File: src/rtl/thresholding_out_dwc.sv
// thresholding_out_dwc: re-serialises PE-lane words into R=PE/OPE narrower OPE-lane words, lane 0 first.
// Optional feature macro THRESH_DWC_TLAST_EN adds a frame counter and the m_axis_tlast output.
module thresholding_out_dwc #(
    parameter int PE          = 4,
    parameter int OPE         = 1,
    parameter int O_BITS      = 4,
    parameter int FRAME_WORDS = 16,
    localparam int IW = ((PE*O_BITS+7)/8)*8,
    localparam int OW = ((OPE*O_BITS+7)/8)*8
) (
    input  logic          ap_clk,
    input  logic          ap_rst,
    output logic          s_axis_tready,
    input  logic          s_axis_tvalid,
    input  logic [IW-1:0] s_axis_tdata,
    input  logic          m_axis_tready,
    output logic          m_axis_tvalid,
    output logic [OW-1:0] m_axis_tdata
`ifdef THRESH_DWC_TLAST_EN
    ,
    output logic          m_axis_tlast
`endif
);
    localparam int R    = PE / OPE;
    localparam int IDXW = (R > 1) ? $clog2(R) : 1;
    localparam int SW   = OPE * O_BITS;
    localparam int BW   = PE * O_BITS;
    localparam logic [IDXW-1:0] LAST_IDX = IDXW'(R - 1);

    generate
        if (PE % OPE != 0) begin : g_bad_ratio
            $error("thresholding_out_dwc: PE must be a multiple of OPE");
        end
    endgenerate

    logic [BW-1:0]   r_buf;
    logic            r_buf_vld;
    logic [IDXW-1:0] r_idx;
    logic [OW-1:0]   r_out_data;
    logic            r_out_vld;

    logic            w_ld;
    logic            w_last;
    logic            w_in_xfer;
    logic            w_out_hs;
    logic [SW-1:0]   w_slice;
    logic [OW-1:0]   w_out_nxt;

    assign w_ld      = r_buf_vld && (!r_out_vld || m_axis_tready);
    assign w_last    = (r_idx == LAST_IDX);
    assign w_out_hs  = r_out_vld && m_axis_tready;
    // Ready only when the buffer is empty or its final slice leaves this cycle.
    assign s_axis_tready = !ap_rst && (!r_buf_vld || (w_ld && w_last));
    assign w_in_xfer = s_axis_tvalid && s_axis_tready;
    assign w_slice   = r_buf[32'(r_idx)*SW +: SW];

    always_comb begin
        w_out_nxt = '0;
        w_out_nxt[SW-1:0] = w_slice;
    end

    always_ff @(posedge ap_clk) begin
        if (w_in_xfer) begin
            r_buf <= s_axis_tdata[BW-1:0];
        end
    end

    always_ff @(posedge ap_clk) begin
        if (ap_rst) begin
            r_buf_vld  <= 1'b0;
            r_idx      <= '0;
            r_out_vld  <= 1'b0;
            r_out_data <= '0;
        end else begin
            if (w_in_xfer) begin
                r_buf_vld <= 1'b1;
            end else if (w_ld && w_last) begin
                r_buf_vld <= 1'b0;
            end
            if (w_ld) begin
                r_out_data <= w_out_nxt;
                r_out_vld  <= 1'b1;
                r_idx      <= w_last ? '0 : r_idx + 1'b1;
            end else if (w_out_hs) begin
                r_out_vld  <= 1'b0;
            end
        end
    end

    assign m_axis_tvalid = r_out_vld;
    assign m_axis_tdata  = r_out_data;

`ifdef THRESH_DWC_TLAST_EN
    localparam int FCW = (FRAME_WORDS > 1) ? $clog2(FRAME_WORDS) : 1;
    localparam logic [FCW-1:0] FC_LAST = FCW'(FRAME_WORDS - 1);

    generate
        if (FRAME_WORDS < 1) begin : g_bad_frame
            $error("thresholding_out_dwc: FRAME_WORDS must be >= 1");
        end
    endgenerate

    logic [FCW-1:0] r_frame_cnt;
    logic           r_tlast;
    logic [FCW-1:0] w_frame_cnt_nxt;
    logic [FCW-1:0] w_load_pos;

    // A slice loaded while the current one is handed off sits one position further on.
    always_comb begin
        w_frame_cnt_nxt = (r_frame_cnt == FC_LAST) ? '0 : r_frame_cnt + 1'b1;
        w_load_pos      = w_out_hs ? w_frame_cnt_nxt : r_frame_cnt;
    end

    always_ff @(posedge ap_clk) begin
        if (ap_rst) begin
            r_frame_cnt <= '0;
            r_tlast     <= 1'b0;
        end else begin
            if (w_out_hs) begin
                r_frame_cnt <= w_frame_cnt_nxt;
            end
            if (w_ld) begin
                r_tlast <= (w_load_pos == FC_LAST);
            end
        end
    end

    assign m_axis_tlast = r_tlast;
`endif

endmodule

File: config.mk
export PLATFORM = sky130hd
export DESIGN_NAME = thresholding_out_dwc
export DESIGN_NICKNAME = d
export VERILOG_FILES = /design/src/rtl/thresholding_out_dwc.sv
export SDC_FILE = /design/constraint.sdc
export NUM_CORES = 1
export LEC_CHECK = 0
export CAP_MARGIN = 10
export CORE_ASPECT_RATIO = 1.4
export CORE_MARGIN = 2
export CORE_UTILIZATION = 44
export DETAILED_ROUTE_END_ITERATION = 8
export PLACE_DENSITY = 0.8
export SYNTH_ARGS = -nofsm -noshare
export SYNTH_HDL_FRONTEND = slang
export SYNTH_SLANG_ARGS = --single-unit
File: constraint.sdc
create_clock -name ap_clk -period 3.17 [get_ports ap_clk]
set_clock_uncertainty 0.15 [all_clocks]
set_input_delay 0.317 -clock ap_clk [delete_from_list [all_inputs] [get_ports ap_clk]]
set_output_delay 0.317 -clock ap_clk [all_outputs]
set_load 0.05 [all_outputs]
==> run metrics <==
status completed; mux cell area share after synthesis 9.73%; vias in the first global route 573; Die Wd 42.8 µm; Clk pwr share 21.8%; largest family of logic cells by synthesized area multiplexers; Top cell by count, worst path clkdlybuf4s50_1; Routability Congestion 0.773; Critical Path RT 2.70 ns; startpoint types primary input; Gate power share 16.4%; Max clock buf depth 2; post_cts resized 0; Final Critical Period 2.58 ns; P_int 0.441 mW; Hold Vio Cnt, Final 0; wire length per cell 12.8 µm; type of the tightest min-delay check reg -> reg; filler instances 165; cell taking the most area after synthesis edfxtp_1; Ys Warns 0; Synth Area in Compound Gates 8.65%; Clock Sink Count 24; first-pass GRT wire length 2310 µm; final wirelength 1410 µm; Worst R2R Path Depth 4; Total Neg Setup Slack 0 ns; grt ovf 0; CTS Hold Bufs 0; XOR/XNOR Fraction of Synth Area 0%; Post-route DRC 0; ant diodes 0; sequential share of the synthesized area 69.2%; DRT antenna net count 0; cell count after synthesis 62; Die ar. 2490 µm²; # nets final 111; Initial DRT Pass Iterations 4; CTS buffer count 3; Post-Synth Simple-Gate Area 6.08%; Core Area 1970 µm²; # Post-CTS Setup Buffers 0; layout cells sized above 1 12.4%; Synth Register Bits 24; # rows 19; dpl hpwl 1120 µm; syn avg cell area 14.9 µm²; Total GRT Usage 12.5%; Die H 58.3 µm; slowest CP cell clkdlybuf4s50_1; RSZ-0062 raised after global routing no; setup violators final 0; slowest stage delay, CP 0.81 ns; CP Class in -> out; Worst R2R End r_buf[0]; sequential share of power 61.8%; Static Leak 0.413 nW; Finished Layout Cells 110; IO Count 30; reg2reg start r_idx[0]; CTS H-tree depth 1; Synth cell types 18; cell area power density 480 nW/µm²; Post-Synth Adder-Cell Area 1.35%; clock root cell clkbuf_4; Peak VDD IR 344 µV; Data arrival, critical path 2.11 ns; FMAX 388 MHz; Slew Viols, Final 0; CP Cell Sequence clkdlybuf4s50_1 -> nand2b_1 -> a21oi_1 -> nor2_1 -> clkdlybuf4s50_1; number of DRC markers in iteration 0 13; hold path startpoint m_axis_tdata[3]; Starting Density 46.9%; largest net degree at the start of global routing 17; switching share of total power 24.2%; Psw 0.141 mW; hold depth 2; WHS Endpoint m_axis_tdata[3]; Reg clk slew, reported paths 0.12 ns; most area-consuming cells after synthesis edfxtp_1 (52%), dfxtp_1 (17%), mux4_2 (9.7%); synthesized cell area 926 µm²; Port Buf Inserts 25; total number of vias 579; Tcrit/Tclk final 81.4%; area delta synth->final 31.1%; CP Capture Type primary output; Max Cap Violations 0; TritonCTS clock tree done; Reg2Reg Setup Slack 1.43 ns; worst-path maximum fanout 7; Clk Latency, worst-skew pair 0.30 ns; vias per cell 5.26; antenna violations before repair 0; placed cell count 106; share of the synthesized area in the top cell type 51.9%
## routing by layer
metal  vias up  track usage [%]  routed length, µm
li1        280                -                  -
met1       272             14.0                508
met2        27             22.5                805
met3         0             2.18                 96
met4         0             5.80                  0
met5         -                0                  0
## power groups by stage
stage	combinational [mW]	sequential, mW	clock [mW]
3_3_place_gp	0.0942	0.366	0
2_1_floorplan	0.0477	0.378	0
3_5_place_dp	0.0957	0.367	0
5_1_grt	0.102	0.362	0.148
6_report	0.0955	0.359	0.127
4_1_cts	0.0963	0.360	0.132
## flip-flops by register name, indices dropped and copies added, names as in the netlist
name	flops
r_buf	16
m_axis_tvalid	1
r_buf_vld	1
m_axis_tdata	4
r_idx	2
## synth_stat cells
| master | count |
|---|---|
| a21oi_1 | 8 |
| nor2b_1 | 1 |
| buf_2 | 1 |
| mux4_2 | 4 |
| o21ba_2 | 1 |
| nor2_1 | 1 |
| conb_1 | 1 |
| ha_1 | 1 |
| inv_2 | 1 |
| edfxtp_1 | 16 |
| nor3b_1 | 1 |
| nand2b_1 | 1 |
| clkbuf_1 | 1 |
| nand3_1 | 5 |
| o21ai_0 | 6 |
| buf_4 | 4 |
| dfxtp_1 | 8 |
| or4_1 | 1 |
## through the flow
| stage | hold slack, ns | util [%] | worst slack, ns | area (µm²) | power, mW |
|---|---|---|---|---|---|
| floorplan | 0.266 | - | 0.508 | 937 | 0.426 |
| global placement | 0.311 | 60.2 | 0.616 | 1190 | 0.460 |
| detailed placement | 0.317 | 60.2 | 0.609 | 1190 | 0.463 |
| CTS | 0.334 | 61.5 | 0.562 | 1210 | 0.588 |
| global route | 0.374 | 61.5 | 0.460 | 1210 | 0.611 |
| finish | 0.333 | 61.5 | 0.591 | 1210 | 0.582 |
## layout make-up
cell class	count	area (µm²)	area share (%)
clock inverter	1	3.75	0.309
clock buffer	3	22.5	1.86
inverter	1	3.75	0.309
multi-input combinational	34	259	21.3
timing repair buffer	26	258	21.2
tap	21	26.3	2.16
sequential	24	641	52.8
## worst max-delay path by stage
stage | start | slack [ns] | endpoint | depth (start not counted)
after global routing | r_idx[0] | 0.46 | s_axis_tready | 4
after floorplan | m_axis_tvalid | 0.51 | r_buf[0] | 3
after global placement | m_axis_tready | 0.62 | s_axis_tready | 5
final | m_axis_tready | 0.59 | s_axis_tready | 5
after detailed placement | m_axis_tready | 0.61 | s_axis_tready | 5
after CTS | r_idx[0] | 0.56 | s_axis_tready | 4
## worst max-delay path, delay by kind of cell
family	cells	cell delay [ns]
buffers and inverters	2	1.29
AND/OR/NAND/NOR	2	0.34
AO/OA/AOI/OAI	1	0.15
## kinds of logic (layout without fill, tap and decap cells)
group	after synthesis	count (layout)
AO/OA/AOI/OAI	15	15
adder cells (fa/ha/maj)	1	1
buffers and inverters	7	31
flip-flops	24	24
multiplexers	4	4
other	1	4
AND/OR/NAND/NOR	10	10
## layout by cell type (no fill, tap or decap), drive strengths merged, types with 3 or more instances in the layout
cell           count
clkdlybuf4s50     25
edfxtp            16
a21oi              8
dfxtp              8
o21ai              6
nand3              5
mux4               4
conb               4
clkbuf             3
(Power assumes the default switching activity.)
